**src/rtl/pc_sequencer_if.sv**
```systemverilog
// pc_sequencer_if -- bus between the program-counter sequencer and its controller.
//   Controller -> sequencer : en, op, target, z, irq, ie, clr_err
//   Sequencer -> controller : pc, irq_ack, depth, full, empty,
//                             overflow, underflow, in_isr
// master modport: the controller/datapath side. slave modport: pc_sequencer.
interface pc_sequencer_if #(
  parameter int AW    = 10,
  parameter int DEPTH = 8
);
  localparam int DW = $clog2(DEPTH) + 1;

  logic          en;
  logic [2:0]    op;
  logic [AW-1:0] target;
  logic          z;
  logic          irq;
  logic          ie;
  logic          clr_err;

  logic [AW-1:0] pc;
  logic          irq_ack;
  logic [DW-1:0] depth;
  logic          full;
  logic          empty;
  logic          overflow;
  logic          underflow;
  logic          in_isr;

  modport master (
    output en, op, target, z, irq, ie, clr_err,
    input  pc, irq_ack, depth, full, empty, overflow, underflow, in_isr
  );

  modport slave (
    input  en, op, target, z, irq, ie, clr_err,
    output pc, irq_ack, depth, full, empty, overflow, underflow, in_isr
  );
endinterface

```
**src/rtl/pc_sequencer.sv**
```systemverilog
// pc_sequencer -- program counter with a hardware return stack and a single
// non-nesting interrupt level.
//   clk    : rising-edge clock
//   reset  : asynchronous active-high reset
//   bus    : pc_sequencer_if.slave (instruction control in, pc/stack status out)
// Parameters: AW program address width, DEPTH return-stack entries (power of
// two, >= 2), VECTOR interrupt entry address.
module pc_sequencer #(
  parameter int            AW     = 10,
  parameter int            DEPTH  = 8,
  parameter logic [AW-1:0] VECTOR = AW'(1)
) (
  input  logic           clk,
  input  logic           reset,
  pc_sequencer_if.slave  bus
);
  localparam int PW = $clog2(DEPTH);
  localparam int DW = PW + 1;

  typedef enum logic [2:0] {
    OP_NEXT = 3'd0,
    OP_JUMP = 3'd1,
    OP_JREL = 3'd2,
    OP_JZ   = 3'd3,
    OP_JNZ  = 3'd4,
    OP_CALL = 3'd5,
    OP_RET  = 3'd6,
    OP_RETI = 3'd7
  } op_e;

  logic [AW-1:0] pc_d, pc_q;
  logic [DW-1:0] depth_d, depth_q;
  logic          overflow_d, overflow_q;
  logic          underflow_d, underflow_q;
  logic          in_isr_d, in_isr_q;

  logic [AW-1:0] stack_q [DEPTH];

  op_e           op_s;
  logic          push_s;
  logic [AW-1:0] push_val_s;
  logic [AW-1:0] pc_inc_s;
  logic [AW-1:0] top_s;
  logic [PW-1:0] push_idx_s;
  logic [PW-1:0] top_idx_s;
  logic          full_s;
  logic          empty_s;
  logic          irq_ack_s;

  assign op_s       = op_e'(bus.op);
  assign pc_inc_s   = pc_q + AW'(1);
  assign full_s     = (depth_q == DW'(DEPTH));
  assign empty_s    = (depth_q == DW'(0));
  // Pushes land at index depth; the top entry sits one below. A push only
  // happens when not full, so depth fits in PW bits at that point.
  assign push_idx_s = depth_q[PW-1:0];
  assign top_idx_s  = PW'(depth_q - DW'(1));
  assign top_s      = stack_q[top_idx_s];
  // A full stack defers the interrupt rather than losing the return address.
  assign irq_ack_s  = bus.en & bus.irq & bus.ie & ~in_isr_q & ~full_s;

  // Next-state: interrupt entry takes priority over the current op.
  always_comb begin
    pc_d        = pc_q;
    depth_d     = depth_q;
    in_isr_d    = in_isr_q;
    overflow_d  = overflow_q & ~bus.clr_err;
    underflow_d = underflow_q & ~bus.clr_err;
    push_s      = 1'b0;
    push_val_s  = pc_q;
    if (irq_ack_s) begin
      // Unincremented pc is saved so the interrupted op re-executes after RETI.
      push_s     = 1'b1;
      push_val_s = pc_q;
      depth_d    = depth_q + DW'(1);
      pc_d       = VECTOR;
      in_isr_d   = 1'b1;
    end else if (bus.en) begin
      case (op_s)
        OP_NEXT: pc_d = pc_inc_s;
        OP_JUMP: pc_d = bus.target;
        // AW-bit add is the same as adding the sign-extended offset mod 2^AW.
        OP_JREL: pc_d = pc_q + bus.target;
        OP_JZ:   pc_d = bus.z ? bus.target : pc_inc_s;
        OP_JNZ:  pc_d = bus.z ? pc_inc_s : bus.target;
        OP_CALL: begin
          if (full_s) begin
            pc_d       = pc_inc_s;
            overflow_d = 1'b1;
          end else begin
            push_s     = 1'b1;
            push_val_s = pc_inc_s;
            depth_d    = depth_q + DW'(1);
            pc_d       = bus.target;
          end
        end
        OP_RET, OP_RETI: begin
          if (empty_s) begin
            pc_d        = pc_inc_s;
            underflow_d = 1'b1;
          end else begin
            pc_d    = top_s;
            depth_d = depth_q - DW'(1);
          end
          if (op_s == OP_RETI) begin
            in_isr_d = 1'b0;
          end else begin
            in_isr_d = in_isr_q;
          end
        end
        default: pc_d = pc_inc_s;
      endcase
    end else begin
      pc_d    = pc_q;
      depth_d = depth_q;
    end
  end

  // Control state registers with asynchronous reset.
  always_ff @(posedge clk or posedge reset) begin
    if (reset) begin
      pc_q        <= '0;
      depth_q     <= '0;
      overflow_q  <= 1'b0;
      underflow_q <= 1'b0;
      in_isr_q    <= 1'b0;
    end else begin
      pc_q        <= pc_d;
      depth_q     <= depth_d;
      overflow_q  <= overflow_d;
      underflow_q <= underflow_d;
      in_isr_q    <= in_isr_d;
    end
  end

  // Return-stack storage; contents are don't-care above depth, so no reset.
  always_ff @(posedge clk) begin
    if (push_s) begin
      stack_q[push_idx_s] <= push_val_s;
    end
  end

  assign bus.pc        = pc_q;
  assign bus.irq_ack   = irq_ack_s;
  assign bus.depth     = depth_q;
  assign bus.full      = full_s;
  assign bus.empty     = empty_s;
  assign bus.overflow  = overflow_q;
  assign bus.underflow = underflow_q;
  assign bus.in_isr    = in_isr_q;
endmodule

```
**src/flat_wrapper.sv**
```systemverilog
// flat-port wrapper written by rule: the top's interface ports become plain ports
module pc_sequencer_flat 
#(
  parameter int            AW     = 10,
  parameter int            DEPTH  = 8,
  parameter logic [AW-1:0] VECTOR = AW'(1)
)
  (clk, reset, bus_en, bus_op, bus_target, bus_z, bus_irq, bus_ie, bus_clr_err, bus_pc, bus_irq_ack, bus_depth, bus_full, bus_empty, bus_overflow, bus_underflow, bus_in_isr);
  pc_sequencer_if #(.AW(AW), .DEPTH(DEPTH)) bus_i ();
  input  logic clk;
  input  logic reset;
  input wire logic [$bits(bus_i.en)-1:0] bus_en;
  input wire logic [$bits(bus_i.op)-1:0] bus_op;
  input wire logic [$bits(bus_i.target)-1:0] bus_target;
  input wire logic [$bits(bus_i.z)-1:0] bus_z;
  input wire logic [$bits(bus_i.irq)-1:0] bus_irq;
  input wire logic [$bits(bus_i.ie)-1:0] bus_ie;
  input wire logic [$bits(bus_i.clr_err)-1:0] bus_clr_err;
  output wire logic [$bits(bus_i.pc)-1:0] bus_pc;
  output wire logic [$bits(bus_i.irq_ack)-1:0] bus_irq_ack;
  output wire logic [$bits(bus_i.depth)-1:0] bus_depth;
  output wire logic [$bits(bus_i.full)-1:0] bus_full;
  output wire logic [$bits(bus_i.empty)-1:0] bus_empty;
  output wire logic [$bits(bus_i.overflow)-1:0] bus_overflow;
  output wire logic [$bits(bus_i.underflow)-1:0] bus_underflow;
  output wire logic [$bits(bus_i.in_isr)-1:0] bus_in_isr;
  assign bus_i.en = bus_en;
  assign bus_i.op = bus_op;
  assign bus_i.target = bus_target;
  assign bus_i.z = bus_z;
  assign bus_i.irq = bus_irq;
  assign bus_i.ie = bus_ie;
  assign bus_i.clr_err = bus_clr_err;
  assign bus_pc = bus_i.pc;
  assign bus_irq_ack = bus_i.irq_ack;
  assign bus_depth = bus_i.depth;
  assign bus_full = bus_i.full;
  assign bus_empty = bus_i.empty;
  assign bus_overflow = bus_i.overflow;
  assign bus_underflow = bus_i.underflow;
  assign bus_in_isr = bus_i.in_isr;
  pc_sequencer #(.AW(AW), .DEPTH(DEPTH), .VECTOR(VECTOR)) u_core (.clk(clk), .reset(reset), .bus(bus_i));
endmodule
```
**config.mk**
```make
export PLATFORM = sky130hd
export DESIGN_NAME = pc_sequencer_flat
export DESIGN_NICKNAME = d
export VERILOG_FILES = /design/src/rtl/pc_sequencer_if.sv /design/src/rtl/pc_sequencer.sv /design/src/flat_wrapper.sv
export SDC_FILE = /design/constraint.sdc
export NUM_CORES = 1
export LEC_CHECK = 0
export CORE_ASPECT_RATIO = 0.7
export CORE_MARGIN = 3
export CORE_UTILIZATION = 58
export DETAILED_ROUTE_END_ITERATION = 6
export GPL_TIMING_DRIVEN = 0
export PLACE_DENSITY = 0.79
export SKIP_CTS_REPAIR_TIMING = 1
export SYNTH_ARGS = -nofsm -noshare
export SYNTH_HDL_FRONTEND = slang
export SYNTH_SLANG_ARGS = --single-unit
export TNS_END_PERCENT = 5
```
**constraint.sdc**
```tcl
create_clock -name clk -period 3.81 [get_ports clk]
set_clock_uncertainty 0.15 [all_clocks]
set_input_delay 1.143 -clock clk [delete_from_list [all_inputs] [get_ports clk]]
set_output_delay 1.143 -clock clk [all_outputs]
set_load 0.01 [all_outputs]
```
After elaboration in Yosys (flattened, before gate mapping):

Memory sizes are Yosys's and may differ from the RTL's.
Index checks and enable logic that the tools add are counted.

* bits in registers: 17
* memory bits (writable): 80
* input port bits: 20
* output and inout port bits: 20
* memories: 1

Memories
* u_core.stack_q: words 8, width 10, rd ports 1, clocked after Yosys merged registers in 0, wr ports 1, line pc_sequencer.sv:37 `logic [AW-1:0] stack_q [DEPTH];`

* add/sub/neg operators: 4
* eq/ne operators: 10
* mux-type cells: 34
* bitwise gates (word level): 9
* reductions and logical operators: 9

Operators by type and width (count)
* two-way mux 10 bit: 10
* one-hot mux 10 bit (7 select lines): 1
* two-way mux 1 bit: 18
* two-way mux 4 bit: 4
* equality test 3 bit (second input constant): 4
* adder 10 x 1 -> 10 bit (second input constant): 1
* adder 10 bit: 1
* one-hot mux 4 bit (2 select lines): 1
* AND 1 bit: 6
* equality test 3 x 2 -> 1 bit (second input constant): 2
* != test 3 bit (second input constant): 2
* nonzero test 2 bit: 3
* adder 4 x 1 -> 4 bit (second input constant): 1
* equality test 4 bit (second input constant): 1
* zero test 4 bit: 1
* AND reduction 4 bit: 1
* subtractor 4 x 1 -> 4 bit (second input constant): 1
* equality test 3 x 1 -> 1 bit (second input constant): 1
* zero test 3 bit: 1
* inverter 1 bit: 3
* AND reduction 3 bit: 1
* nonzero test 3 bit: 1
* OR reduction 2 bit: 1

Depth between registers and ports, before layout:

* word-level depth: 7
* gate-level depth with buffers: 11
* depth with buffers taken out: 9

Worst setup path after synthesis:

No wires, ideal clock.

* kind: input -> register
* from: in bus_op[1]
* to: mem u_core.stack_q[1][0] (enable)
* setup time: 390 ps
* arrival time: 2538 ps
* slack: 732 ps
* stages: 6
* path buffers: 1
* cells stage by stage: buf_6 > and3b_1 > nor2_1 > nor2_1 > nand2_1 > nor3_1

* cells in the longest elaborated chain, start to end: 6

Ends and longest elaborated chain
* from (decl): line flat_wrapper.sv:13 `input wire logic [$bits(bus_i.op)-1:0] bus_op;`
* equality test 3 bit: line pc_sequencer.sv:79 `case (op_s)`
* two-way mux 1 bit: line pc_sequencer.sv:79
* two-way mux 1 bit: line pc_sequencer.sv:78 `end else if (bus.en) begin`
* two-way mux 1 bit: line pc_sequencer.sv:71 `if (irq_ack_s) begin`
* two-way mux 1 bit: line pc_sequencer.sv:138 `if (push_s) begin`
* two-way mux 1 bit (not written as such): line pc_sequencer.sv:139 `stack_q[push_idx_s] <= push_val_s;`
* to (decl): line pc_sequencer.sv:37

No other way between the ends.

Worst setup path in the final report:

* from: in bus_target[0]
* to: reg u_core.pc_q[8] (netlist: u_core.bus.pc[8])

* cells in the longest elaborated chain, start to end: 4

Ends and longest elaborated chain
* from (decl): line flat_wrapper.sv:14 `input wire logic [$bits(bus_i.target)-1:0] bus_target;`
* adder 10 bit: line pc_sequencer.sv:83 `OP_JREL: pc_d = pc_q + bus.target;`
* one-hot mux 10 bit (7 select lines): line pc_sequencer.sv:79
* two-way mux 10 bit: line pc_sequencer.sv:78
* two-way mux 10 bit: line pc_sequencer.sv:71
* to (signal assigned): line pc_sequencer.sv:128 `pc_q <= pc_d;`
* to (decl): line pc_sequencer.sv:31 `logic [AW-1:0] pc_d, pc_q;`

No other way between the ends. The select of a mux whose other input is x is not followed.
A chain may end at the register's enable or synchronous reset.

==> tab_implementation.tex <==
\begin{tabular}{lr}
\hline
Metric & Value \\
\hline
\multicolumn{2}{l}{\textbf{Outcome}} \\
\quad Outcome & complete, no violations \\
\multicolumn{2}{l}{\textbf{Routing}} \\
\quad Drt first pass iters & 7 \\
\quad Number of violations reported at the end of detailed-routing iteration 0 & 511 \\
\quad Average wire length per cell after detail routing & roughly 22 um \\
\quad Remaining DRCs & 0 \\
\quad Via count & 3398 \\
\quad Residual antenna-violating net count after detailed routing & 0 \\
\quad Drt total wl & 11.8 mm \\
\quad Vias per std cell & $\sim$6.4 \\
\multicolumn{2}{l}{\textbf{Timing}} \\
\quad Least-Margin Pin Slew & around 1200 ps \\
\quad Total setup violations reported at the end of the flow & 0 \\
\quad Ratio of final minimum period to clock period & 0.945 \\
\quad RSZ-0062 raised after global routing & false \\
\quad Maximum frequency from static timing analysis & 278 MHz \\
\quad Count of pins over their slew limit & 0 \\
\quad Minimum clock period after layout & 3600 ps \\
\quad Worst slew margin relative to its limit & 0.195 \\
\quad Worst-case setup margin in the final layout & $\sim$210 ps \\
\quad TNS Setup & 0 ps \\
\quad Final Hold Viols & 0 \\
\multicolumn{2}{l}{\textbf{Yosys}} \\
\quad Post-Syn Instances & about 370 \\
\quad Number of enable flip-flop cells after synthesis & 80 \\
\quad Sequential-to-total area share from yosys stat & 0.559 \\
\quad Leading post-synthesis cells by cell area & sky130\_fd\_sc\_hd\_\_edfxtp\_1, sky130\_fd\_sc\_hd\_\_dfrtp\_1, sky130\_fd\_sc\_hd\_\_mux4\_1, sky130\_fd\_sc\_hd\_\_mux4\_2, sky130\_fd\_sc\_hd\_\_ha\_1 \\
\quad Synth cell types & 66 \\
\quad Portion of synthesized cell area occupied by the leading cell type & 0.475 \\
\quad Ys flop type & sky130\_fd\_sc\_hd\_\_edfxtp\_1 \\
\quad Register bit count reported by yosys & 97 \\
\quad Mapped Avg Cell Area & 13.9 um\^{}2 \\
\quad Synthesized cell area & 0.00506 mm\^{}2 \\
\quad Largest area contributor in the synthesized netlist & sky130\_fd\_sc\_hd\_\_edfxtp\_1 \\
\quad Synthesized netlist net count & around 400 \\
\quad FFs w/ async S/R, synth & 0.175 \\
\quad Count of synthesis-stage warnings from yosys & 0 \\
\multicolumn{2}{l}{\textbf{GRT}} \\
\quad Wire length of the first global-routing pass & 18.7 mm \\
\quad Antenna violations before repair & 0 \\
\quad Number of global-route vias before repair & 3247 \\
\quad Combined global-route utilization of all metal layers & 0.250 \\
\quad Leftover overflow at the end of global routing & 0 \\
\quad Maximum number of pins on one net before global-route repair & 18 \\
\multicolumn{2}{l}{\textbf{Clock tree}} \\
\quad Htree depth & 3 \\
\quad Number of sinks on the clock net & 97 \\
\quad CTS tree & done \\
\quad Number of buffers created by CTS & 9 \\
\quad Clock slew seen by the registers of the worst setup and hold paths & 70 ps \\
\quad Clock Latency Late Sink & 340 ps \\
\quad Largest buffer count on any clock path & 2 \\
\quad Buffer cell driving the clock tree root & sky130\_fd\_sc\_hd\_\_clkbuf\_16 \\
\multicolumn{2}{l}{\textbf{Run}} \\
\quad Max-cap viol count & 0 \\
\multicolumn{2}{l}{\textbf{Placed design}} \\
\quad Worst slack at placement & -202 ps \\
\quad Routability cong. & 0.927 \\
\quad Count of port buffers added during placement & 38 \\
\quad Placed inst area & 0.00560 mm\^{}2 \\
\quad HPWL reported at the end of detailed placement & 8.51 mm \\
\multicolumn{2}{l}{\textbf{Floorplan}} \\
\quad Top-level I/O count & 40 \\
\quad Die area & 0.00990 mm\^{}2 \\
\quad Placeable Area & 0.00818 mm\^{}2 \\
\quad Num rows & 27 \\
\quad Die outline width & 118 um \\
\quad Initial core utilization & 0.619 \\
\quad Overall die height & around 84 um \\
\multicolumn{2}{l}{\textbf{Worst setup path}} \\
\quad Critical path, cell by cell & clkdlybuf4s50\_1 > ha\_1 > inv\_1 > fa\_1 > nand2b\_1 > a2111oi\_1 > o22ai\_1 > xnor2\_1 > o21ai\_0 > a21oi\_1 \\
\quad Largest stage delay on the critical path & 500 ps \\
\quad Startpoint of the worst register-to-register path & u\_core.bus.depth[0] \\
\quad Arrival time of data at the critical path endpoint & 3670 ps \\
\quad CP Buf/Inv Count & 2 \\
\quad Kind of cell with the highest combined delay on the critical path & compound AO/OA/AOI/OAI gates \\
\quad Source of the critical timing path & bus\_target[0] \\
\quad Maximum fanout count along the critical path & 3 \\
\quad R2r worst-path depth & 9 \\
\quad Critical Path End Type & flop \\
\quad Standard cell with the maximum stage delay on the critical path & sky130\_fd\_sc\_hd\_\_clkdlybuf4s50\_1 \\
\quad Critical path start-end classification & input pin to flop \\
\quad Startpoint type of the worst setup path & input pin \\
\quad Data required time of the worst path & 3880 ps \\
\quad Total stage count of the critical path & 10 \\
\multicolumn{2}{l}{\textbf{Finish}} \\
\quad Post-route cell area & 0.00589 mm\^{}2 \\
\quad Antenna diode count & 0 \\
\quad Area Overhead vs Synth & 16.3\% \\
\quad Highest-count cells in the layout ignoring fill and taps & sky130\_fd\_sc\_hd\_\_edfxtp\_1, sky130\_fd\_sc\_hd\_\_clkdlybuf4s50\_1, sky130\_fd\_sc\_hd\_\_nor2\_1 \\
\quad Most frequent standard cell in the layout excluding fill and tap cells & sky130\_fd\_sc\_hd\_\_edfxtp\_1 \\
\quad Number of fill cells in the layout & 552 \\
\quad Layout cells sized above 1 & 0.141 \\
\quad NumNets Final & 447 \\
\multicolumn{2}{l}{\textbf{Min path}} \\
\quad Type of the worst min-delay path & flop to flop \\
\quad Hold path startpoint & u\_core.bus.overflow \\
\quad Hold path depth & 2 \\
\multicolumn{2}{l}{\textbf{Power}} \\
\quad Standby leakage power & 2.13 nW \\
\quad Worst IR drop on VDD & around 0.45 mV \\
\quad PwrDens & 724 mW/mm\^{}2 \\
\quad Overall power of the completed layout & between 4 and 5 mW \\
\hline
\end{tabular}
-- power by group --
part / internal (mW) / switching, mW
clock: 0.441 / 0.395
combinational: 0.907 / 1.00
sequential: 1.37 / 0.146
-- cells in the mapped netlist, types with 2 or more instances --
| master | instances |
|---|---|
| sky130_fd_sc_hd__a222oi_1 | 4 |
| sky130_fd_sc_hd__buf_2 | 2 |
| sky130_fd_sc_hd__mux2i_1 | 3 |
| sky130_fd_sc_hd__mux2_2 | 7 |
| sky130_fd_sc_hd__buf_6 | 5 |
| sky130_fd_sc_hd__o32ai_1 | 3 |
| sky130_fd_sc_hd__nand4_1 | 4 |
| sky130_fd_sc_hd__a211oi_1 | 3 |
| sky130_fd_sc_hd__mux4_1 | 10 |
| sky130_fd_sc_hd__inv_1 | 17 |
| sky130_fd_sc_hd__xor2_1 | 9 |
| sky130_fd_sc_hd__dfrtp_1 | 17 |
| sky130_fd_sc_hd__mux4_2 | 10 |
| sky130_fd_sc_hd__o22ai_1 | 3 |
| sky130_fd_sc_hd__and3_1 | 3 |
| sky130_fd_sc_hd__and3b_1 | 2 |
| sky130_fd_sc_hd__a21oi_1 | 14 |
| sky130_fd_sc_hd__nand2_1 | 19 |
| sky130_fd_sc_hd__a21o_1 | 2 |
| sky130_fd_sc_hd__o21a_1 | 2 |
| sky130_fd_sc_hd__o21ai_0 | 13 |
| sky130_fd_sc_hd__xnor2_1 | 15 |
| sky130_fd_sc_hd__nand2b_1 | 6 |
| sky130_fd_sc_hd__clkbuf_1 | 5 |
| sky130_fd_sc_hd__ha_1 | 12 |
| sky130_fd_sc_hd__nand3_1 | 7 |
| sky130_fd_sc_hd__a221oi_1 | 5 |
| sky130_fd_sc_hd__o31ai_1 | 3 |
| sky130_fd_sc_hd__a22oi_1 | 2 |
| sky130_fd_sc_hd__edfxtp_1 | 80 |
| sky130_fd_sc_hd__nor3_1 | 5 |
| sky130_fd_sc_hd__nor3b_1 | 2 |
| sky130_fd_sc_hd__o21ai_1 | 4 |
| sky130_fd_sc_hd__nand3_2 | 2 |
| sky130_fd_sc_hd__nand3b_1 | 2 |
| sky130_fd_sc_hd__nor2_1 | 32 |
| sky130_fd_sc_hd__a221oi_2 | 2 |
-- logic make-up (layout without fill, tap and decap cells) --
kind of cell / Yosys count / count (layout) / share of synthesized area
buf+inv: 33 / 87 / 0.0349
fa+ha+maj: 13 / 13 / 0.0336
mux: 31 / 31 / 0.121
xor+xnor: 25 / 25 / 0.0470
flops: 97 / 97 / 0.559
simple gates: 93 / 93 / 0.0977
compound gates: 73 / 73 / 0.107
-- stage by stage --
| stage | utilization | instances | hold WS, ps |
|---|---|---|---|
| floorplan | - | 365 | 399 |
| global placement | 0.683 | 519 | 371 |
| detailed placement | 0.685 | 519 | 381 |
| CTS | 0.718 | 535 | 393 |
| global route | 0.720 | 535 | 437 |
| finish | 0.720 | 535 | 392 |
-- flip-flops by register name, indices dropped and copies added, names as in the netlist --
name                  flops
u_core.bus.overflow       1
u_core.bus.pc            10
u_core.bus.depth          4
u_core.stack_q           80
u_core.bus.in_isr         1
u_core.bus.underflow      1
-- worst register-to-register path: cells and delay by family, from the launching register on --
kind / cells / cell delay, ps
buf+inv: 3 / 770
flops: 1 / 420
compound gates: 3 / 670
mux: 2 / 680
fa+ha+maj: 1 / 370
-- final timing paths --
check | end | slack, ps
max in group asynchronous | u_core.bus.pc[9] | 1970
min in group asynchronous | u_core.bus.in_isr | 1080
max | u_core.bus.pc[8] | 210
max reg2reg | u_core.bus.pc[3] | 640
min reg2reg | u_core.bus.overflow | 390
min | u_core.bus.overflow | 390
-- per-layer routing --
layer / share of wire / track usage / vias to the layer above / wire length [um]
met4: 0.010 / 0.0585 / 0 / 121
li1: - / - / 1535 / -
met3: 0.10 / 0.0774 / 13 / 1220
met1: 0.46 / 0.394 / 1668 / 5450
met5: 0 / 0 / - / 0
met2: 0.43 / 0.342 / 182 / 5030
-- final cells by class --
type,instances,area [um^2],share of cell area
plain buffers,14,104,0.0176
inverters,18,67.6,0.0115
multi-input cells,235,2080,0.353
flip-flops and latches,97,2830,0.480
clock inverters,7,46.3,0.00787
well taps,116,145,0.0247
clock buffers,9,225,0.0383
repair buffers,39,390,0.0663
(Power assumes the default switching activity.)
